<file path="config.mk">
export PLATFORM = sky130hd
export DESIGN_NAME = ppi_control_logic
export DESIGN_NICKNAME = d
export VERILOG_FILES = /design/src/rtl/ppi_control_logic.sv
export SDC_FILE = /design/constraint.sdc
export NUM_CORES = 1
export LEC_CHECK = 0
export CAP_MARGIN = 10
export CELL_PAD_IN_SITES_DETAIL_PLACEMENT = 1
export CELL_PAD_IN_SITES_GLOBAL_PLACEMENT = 1
export CORE_ASPECT_RATIO = 0.75
export CORE_MARGIN = 1
export CORE_UTILIZATION = 38
export DETAILED_ROUTE_END_ITERATION = 6
export HOLD_SLACK_MARGIN = 0.03
export PLACE_DENSITY = 0.88
export RECOVER_POWER = 25
export SLEW_MARGIN = 20
export SYNTH_ARGS = -nofsm -noshare
export SYNTH_HDL_FRONTEND = slang
export SYNTH_SLANG_ARGS = --single-unit
</file>
<file path="constraint.sdc">
create_clock -name Clock -period 2.6 [get_ports Clock]
set_input_delay 0.39 -clock Clock [delete_from_list [all_inputs] [get_ports Clock]]
set_output_delay 0.39 -clock Clock [all_outputs]
set_load 0.05 [all_outputs]
</file>
<file path="src/rtl/ppi_control_logic.sv">
// 8255-style PPI control logic: control-word/BSR decode, port write/read strobes,
// and the port A mode-1 strobed handshake (input IBF/STB, output OBF/ACK).
module ppi_control_logic #(
  parameter logic [3:0] RESET_DIR = 4'b1111
) (
  input  logic       Clock,
  input  logic       Reset,
  input  logic       CS_n,
  input  logic       RD_n,
  input  logic       WR_n,
  input  logic [1:0] Address,
  input  logic [7:0] DataIn,
  input  logic       StbA_n,
  input  logic       AckA_n,
  output logic [3:0] PortDir,
  output logic [1:0] ModeA,
  output logic       ModeB,
  output logic [2:0] PortWrite,
  output logic       ReadEnable,
  output logic [1:0] ReadSelect,
  output logic       LatchA,
  output logic [7:0] PortCOut,
  output logic       IntrA
);

  typedef enum logic [1:0] {IDLE, FULL, BUSY} hs_state_t;

  hs_state_t state;

  logic cs_q, rd_q, wr_q, stb_q, ack_q;
  logic rd_qq, wr_qq, stb_qq, ack_qq;
  logic int_en_a;
  logic rd_a_pend;

  logic       wr_fire, rd_fall, rd_rise;
  logic       stb_fall, stb_rise, ack_fall, ack_rise;
  logic       mode1, a_in;
  logic [2:0] bsr_bit;
  logic       bsr_inte, bsr_owned;
  logic       port_a_read, port_a_write;

  assign wr_fire  = wr_qq & ~wr_q & ~cs_q;
  assign rd_fall  = rd_qq & ~rd_q;
  assign rd_rise  = ~rd_qq & rd_q;
  assign stb_fall = stb_qq & ~stb_q;
  assign stb_rise = ~stb_qq & stb_q;
  assign ack_fall = ack_qq & ~ack_q;
  assign ack_rise = ~ack_qq & ack_q;

  // Reserved ModeA codes 10/11 fall through to mode 0 behaviour.
  assign mode1 = (ModeA == 2'b01);
  assign a_in  = PortDir[0];

  assign bsr_bit   = DataIn[3:1];
  assign bsr_inte  = mode1 && ((a_in && bsr_bit == 3'd4) || (!a_in && bsr_bit == 3'd6));
  assign bsr_owned = mode1 && (bsr_bit == 3'd3 || bsr_bit == 3'd5 || bsr_bit == 3'd7);

  assign port_a_read  = rd_fall && !cs_q && (Address == 2'b00) && mode1 && a_in;
  assign port_a_write = wr_fire && (Address == 2'b00);

  assign ReadEnable = ~cs_q & ~rd_q & (Address != 2'b11);
  assign ReadSelect = Address;

  always_ff @(posedge Clock) begin
    if (Reset) begin
      cs_q      <= 1'b1;
      rd_q      <= 1'b1;
      wr_q      <= 1'b1;
      stb_q     <= 1'b1;
      ack_q     <= 1'b1;
      rd_qq     <= 1'b1;
      wr_qq     <= 1'b1;
      stb_qq    <= 1'b1;
      ack_qq    <= 1'b1;
      PortDir   <= RESET_DIR;
      ModeA     <= 2'b00;
      ModeB     <= 1'b0;
      PortWrite <= '0;
      LatchA    <= 1'b0;
      PortCOut  <= '0;
      IntrA     <= 1'b0;
      int_en_a  <= 1'b0;
      rd_a_pend <= 1'b0;
      state     <= IDLE;
    end else begin
      cs_q   <= CS_n;
      rd_q   <= RD_n;
      wr_q   <= WR_n;
      stb_q  <= StbA_n;
      ack_q  <= AckA_n;
      rd_qq  <= rd_q;
      wr_qq  <= wr_q;
      stb_qq <= stb_q;
      ack_qq <= ack_q;

      PortWrite <= '0;
      LatchA    <= 1'b0;

      if (wr_fire) begin
        case (Address)
          2'b00:   PortWrite[0] <= 1'b1;
          2'b01:   PortWrite[1] <= 1'b1;
          2'b10:   PortWrite[2] <= 1'b1;
          default: ;
        endcase
      end

      // Strobe/ack edges are applied first; a coincident write below overrides them.
      if (mode1) begin
        if (a_in) begin
          if (port_a_read) begin
            IntrA       <= 1'b0;
            PortCOut[3] <= 1'b0;
            rd_a_pend   <= 1'b1;
          end
          if (rd_rise && rd_a_pend) begin
            rd_a_pend <= 1'b0;
            if (state == FULL) begin
              state       <= IDLE;
              PortCOut[5] <= 1'b0;
            end
          end
          if (stb_fall) begin
            LatchA      <= 1'b1;
            state       <= FULL;
            PortCOut[5] <= 1'b1;
          end
          if (stb_rise && int_en_a) begin
            IntrA       <= 1'b1;
            PortCOut[3] <= 1'b1;
          end
        end else begin
          if (ack_fall) begin
            state       <= IDLE;
            PortCOut[7] <= 1'b1;
          end
          if (ack_rise && int_en_a) begin
            IntrA       <= 1'b1;
            PortCOut[3] <= 1'b1;
          end
          if (port_a_write) begin
            IntrA       <= 1'b0;
            PortCOut[3] <= 1'b0;
            PortCOut[7] <= 1'b0;
            state       <= BUSY;
          end
        end
      end

      if (wr_fire && Address == 2'b11) begin
        if (DataIn[7]) begin
          ModeA      <= DataIn[6:5];
          PortDir[0] <= DataIn[4];
          PortDir[3] <= DataIn[3];
          ModeB      <= DataIn[2];
          PortDir[1] <= DataIn[1];
          PortDir[2] <= DataIn[0];
          PortCOut   <= '0;
          IntrA      <= 1'b0;
          int_en_a   <= 1'b0;
          rd_a_pend  <= 1'b0;
          state      <= IDLE;
        end else if (bsr_inte) begin
          int_en_a <= DataIn[0];
        end else if (!bsr_owned) begin
          PortCOut[bsr_bit] <= DataIn[0];
        end
      end
    end
  end

endmodule

</file>
==> results by stage <==
Critical path:
- The worst-case register-to-register setup slack is 0.83 ns.
- The worst register-to-register path has a depth of 4.
- Data arrives at the worst endpoint at 1.80 ns.
- The required time of the critical path is 2.21 ns.
- The worst setup path is launched from an input pin.
- The category of cells accounting for the largest share of critical-path delay is buffers and inverters.
- Traced cell by cell, the critical path runs through clkdlybuf4s50_1, clkdlybuf4s50_1.
- The worst register-to-register path ends at PortCOut[4].
- The cell type of the slowest stage on the worst timing path is sky130_fd_sc_hd__clkdlybuf4s50_1.
- The critical path's most frequent cell is sky130_fd_sc_hd__clkdlybuf4s50_1.
- The worst-path maximum fanout is 6.
- The worst setup path is captured at an output port.
- The critical path is of the input pin to output port type.
- In this run the worst setup path begins at Address[1].
- In this design, the stage delay of the slowest critical-path cell is 0.84 ns.
- The critical path contains buffers and inverters numbering 2 combined.
- The startpoint of the lowest-slack register-to-register path is wr_qq.

Timing:
- For the pin with the worst max-slew slack, the measured transition is 0.986 ns.
- For this run, the top clock speed supported by timing is 457 MHz.
- The total count of max-transition violations in the final report is 0.
- Of the available clock period, the critical path in the final layout requires 84.2%.
- The clock period minus worst slack is 2.19 ns.
- The relative slew slack is 34.2%.
- The number of setup violations in the final report is 0.
- The final hold violation count is 0.
- The clock skew after layout is 0.00640 ns.
- Setup repair after global routing left no endpoint under its margin.
- The final sum of negative setup slack is 0 ns.

Min path:
- The path class of the tightest hold or removal check is flop to flop.
- For hold timing, the worst endpoint is stb_qq.
- The worst hold path startpoint is stb_q.
- Counting instances, the worst hold path has a depth of 1.

Floorplanning:
- The row count is 19.
- The die boundary height is 57.0 um.
- After floorplanning, the core was sized to cover 0.00376 mm2.
- The full die area is 0.00429 mm2.
- The I/O pin count is 40.
- The floorplan die width is 75.3 um.
- The starting density of the core is 40.7%.

Synth:
- The synthesized netlist occupies a cell area of 0.00153 mm2.
- The cell count after synthesis came out at 164.
- Sequential cells were found to cover 43.2% of the synthesized design area.
- The fraction of registers with async set or reset after synthesis is 0%.
- The number of nets in the synthesized netlist is 181.
- For this run, the number of Yosys warnings is 0.
- In the synthesized netlist the dominant register cell turns out to be sky130_fd_sc_hd__dfxtp_1.
- The proportion of netlist area held by the largest area contributor is 43.2%.
- After synthesis, the cell types taking the most area are sky130_fd_sc_hd__dfxtp_1 (43%), sky130_fd_sc_hd__mux2i_1 (4.6%), sky130_fd_sc_hd__or2_2 (3.7%), sky130_fd_sc_hd__nor2_1 (3.4%), sky130_fd_sc_hd__a21oi_1 (2.9%).
- After synthesis the netlist holds a flip-flop and latch count of 33.
- The number of enable-type register cells in the synthesized netlist is 0.
- A synthesized cell averages 9.33 um2.
- The library cell occupying the most area in the post-synthesis netlist is sky130_fd_sc_hd__dfxtp_1.
- The unique cell type count in the Yosys netlist is 46.

CTS:
- The clock insertion delay at the later pin of the skew report is 0.30 ns.
- The cell sitting at the root of the clock tree is a sky130_fd_sc_hd__clkbuf_8.
- The clock-pin slew of the registers on the worst-case setup and hold paths is 0.07 ns.
- The number of sinks handled by clock tree synthesis is 33.
- In this run, post-CTS hold repair placed 0 buffers.
- Buffers added to address setup during post-CTS repair amount to 0.
- The TritonCTS buffer count is 5.
- Gates resized during post-CTS repair numbered 0.
- Counting along the longest clock path gives a buffer depth of 2.
- The TritonCTS clock tree is done.
- The H-tree level count is 2.

Drt:
- The mean number of vias per cell is 5.47.
- Summed over all layers, the routed wires come to 4160 um.
- For this run, design rule violations remaining after detail routing come to 0.
- Dividing the detail-routed wire length by the instance count gives 16.4 um.
- The total vias in the final route is 1,389.
- For this block, the initial DRC count from the detailed router was 55.
- The detailed-routing iteration count for the pre-antenna-repair pass is 4.
- The post-route antenna net violation count is 0.

Global routing:
- For this run the aggregate overflow at the end of global routing stands at 0.
- The layer flagged by global routing as most heavily used is met2.
- The initial antenna violation count was 0.
- The met1 usage is 25.7%.
- Entering global routing, the biggest net connects 25 pins.
- The aggregate global-route resource usage is 21.3%.
- In the global route stage, met2 resource usage came out at 34.2%.
- The number of global-route vias before repair came to 1,448.
- The fraction of met3 tracks used by global routing is 8.48%.
- The wire length of the first global-routing pass is 6620 um.

Status:
- The flow ran to the end, and the final reports show no timing, DRC or antenna violations.

Pwr:
- The reported leakage power is 0.770 nW.
- The power density over the cells is 524 mW/mm2.
- VDD sags by at most 356 uV.

Finish:
- In the layout the commonest cells are sky130_fd_sc_hd__clkdlybuf4s50_1 (35), sky130_fd_sc_hd__dfxtp_1 (33), sky130_fd_sc_hd__nor2_1 (14), sky130_fd_sc_hd__a21oi_1 (9), sky130_fd_sc_hd__or2_2 (9).
- 0 antenna diodes ended up in the layout.
- Leaving out fill and tap cells, the most frequent cell in the layout is sky130_fd_sc_hd__clkdlybuf4s50_1.
- The post-route netlist has 13.9% of its cells at a drive strength greater than 1.
- The area growth from synthesis to layout is 32.7%.
- The final net count is 218.
- The final cell count without fillers is 254.
- The number of fillers in the final layout is 447.

Placement:
- After legalization and detailed placement, the total HPWL measured 3020 um.
- The number of placed instances with taps included is 246.
- The last weighted congestion value of the routability-driven placer is 0.837.
- The count of buffers inserted at the top-level ports is 39.

Flow run:
- The reported max-cap violation count is 0.
## cell type report
cell class | count | area, um2 | area share, %
Clock buffer | 7 | 96.3 | 4.74
Tap cell | 52 | 65.1 | 3.20
Sequential cell | 33 | 661 | 32.5
Inverter | 8 | 30.0 | 1.48
Multi-Input combinational cell | 110 | 749 | 36.9
Clock inverter | 1 | 5.00 | 0.246
Timing Repair Buffer | 43 | 424 | 20.9
## cells in the mapped netlist, types with 2 or more instances
| library cell | n |
|---|---|
| sky130_fd_sc_hd__dfxtp_1 | 33 |
| sky130_fd_sc_hd__nor2_1 | 14 |
| sky130_fd_sc_hd__a21oi_1 | 9 |
| sky130_fd_sc_hd__or2_2 | 9 |
| sky130_fd_sc_hd__inv_1 | 8 |
| sky130_fd_sc_hd__mux2i_1 | 7 |
| sky130_fd_sc_hd__nand3_1 | 6 |
| sky130_fd_sc_hd__nor2b_1 | 5 |
| sky130_fd_sc_hd__a211o_1 | 4 |
| sky130_fd_sc_hd__a41oi_1 | 4 |
| sky130_fd_sc_hd__buf_4 | 4 |
| sky130_fd_sc_hd__nand2_1 | 4 |
| sky130_fd_sc_hd__nand4_1 | 4 |
| sky130_fd_sc_hd__buf_2 | 3 |
| sky130_fd_sc_hd__buf_6 | 3 |
| sky130_fd_sc_hd__clkbuf_1 | 3 |
| sky130_fd_sc_hd__nor3_1 | 3 |
| sky130_fd_sc_hd__nor3b_1 | 3 |
| sky130_fd_sc_hd__nor4_1 | 3 |
| sky130_fd_sc_hd__o21ai_0 | 3 |
| sky130_fd_sc_hd__a21boi_0 | 2 |
| sky130_fd_sc_hd__and3_1 | 2 |
| sky130_fd_sc_hd__nand2b_1 | 2 |
| sky130_fd_sc_hd__nand3b_1 | 2 |
| sky130_fd_sc_hd__o21bai_1 | 2 |
| sky130_fd_sc_hd__o31ai_1 | 2 |
## routing by layer
| layer | vias up | share of wire, % |
|---|---|---|
| met5 | - | 0 |
| met4 | 0 | 2.2 |
| met3 | 12 | 7.4 |
| met2 | 60 | 47 |
| met1 | 659 | 44 |
| li1 | 658 | - |
## per-stage QoR
step	utilization (%)	cell area, um2	setup WS (ns)	hold slack (ns)	power [mW]
floorplan	-	1530	0.461	0.425	0.595
global placement	51.5	1930	0.443	0.445	0.636
detailed placement	51.5	1930	0.396	0.460	0.642
CTS	54.2	2030	0.397	0.478	1.08
global route	54.1	2030	0.363	0.489	1.10
finish	54.1	2030	0.410	0.472	1.06
## logic make-up (layout without fill, tap and decap cells)
family / count (synthesis) / count (layout) / share of synthesized area [%]
simple gates: 67 / 67 / 27.4
buf+inv: 21 / 59 / 7.85
xor+xnor: 1 / 1 / 0.572
flops: 33 / 33 / 43.2
mux: 7 / 7 / 4.58
compound gates: 35 / 35 / 16.4
## worst register-to-register path: stages (launching register included)
cell and delay [ns]:
sky130_fd_sc_hd__dfxtp_1 0.34, sky130_fd_sc_hd__nor2b_1 0.53, sky130_fd_sc_hd__nand4_1 0.23, sky130_fd_sc_hd__nand2b_1 0.36
sky130_fd_sc_hd__o21ba_2 0.22
## power breakdown
part           switching [mW]  internal (mW)  total, mW
clock network           0.196          0.239      0.435
registers             0.00836          0.515      0.523
logic                  0.0596         0.0472      0.107
## state kept, by name, indices dropped and copies added, names as in the netlist, 2 cells and up
name and cells:
PortCOut 8, PortDir 4, PortWrite 3, ModeA 2, state 2
## worst max path at each step
stage,depth (start not counted),slack (ns),endpoint
6_report,2,0.41,ReadSelect[1]
5_1_grt,2,0.36,ReadSelect[1]
3_5_place_dp,2,0.40,ReadSelect[1]
2_1_floorplan,2,0.46,ReadEnable
3_3_place_gp,2,0.44,ReadSelect[1]
4_1_cts,2,0.40,ReadSelect[1]
No activity file was read; power rests on OpenSTA's default activity.
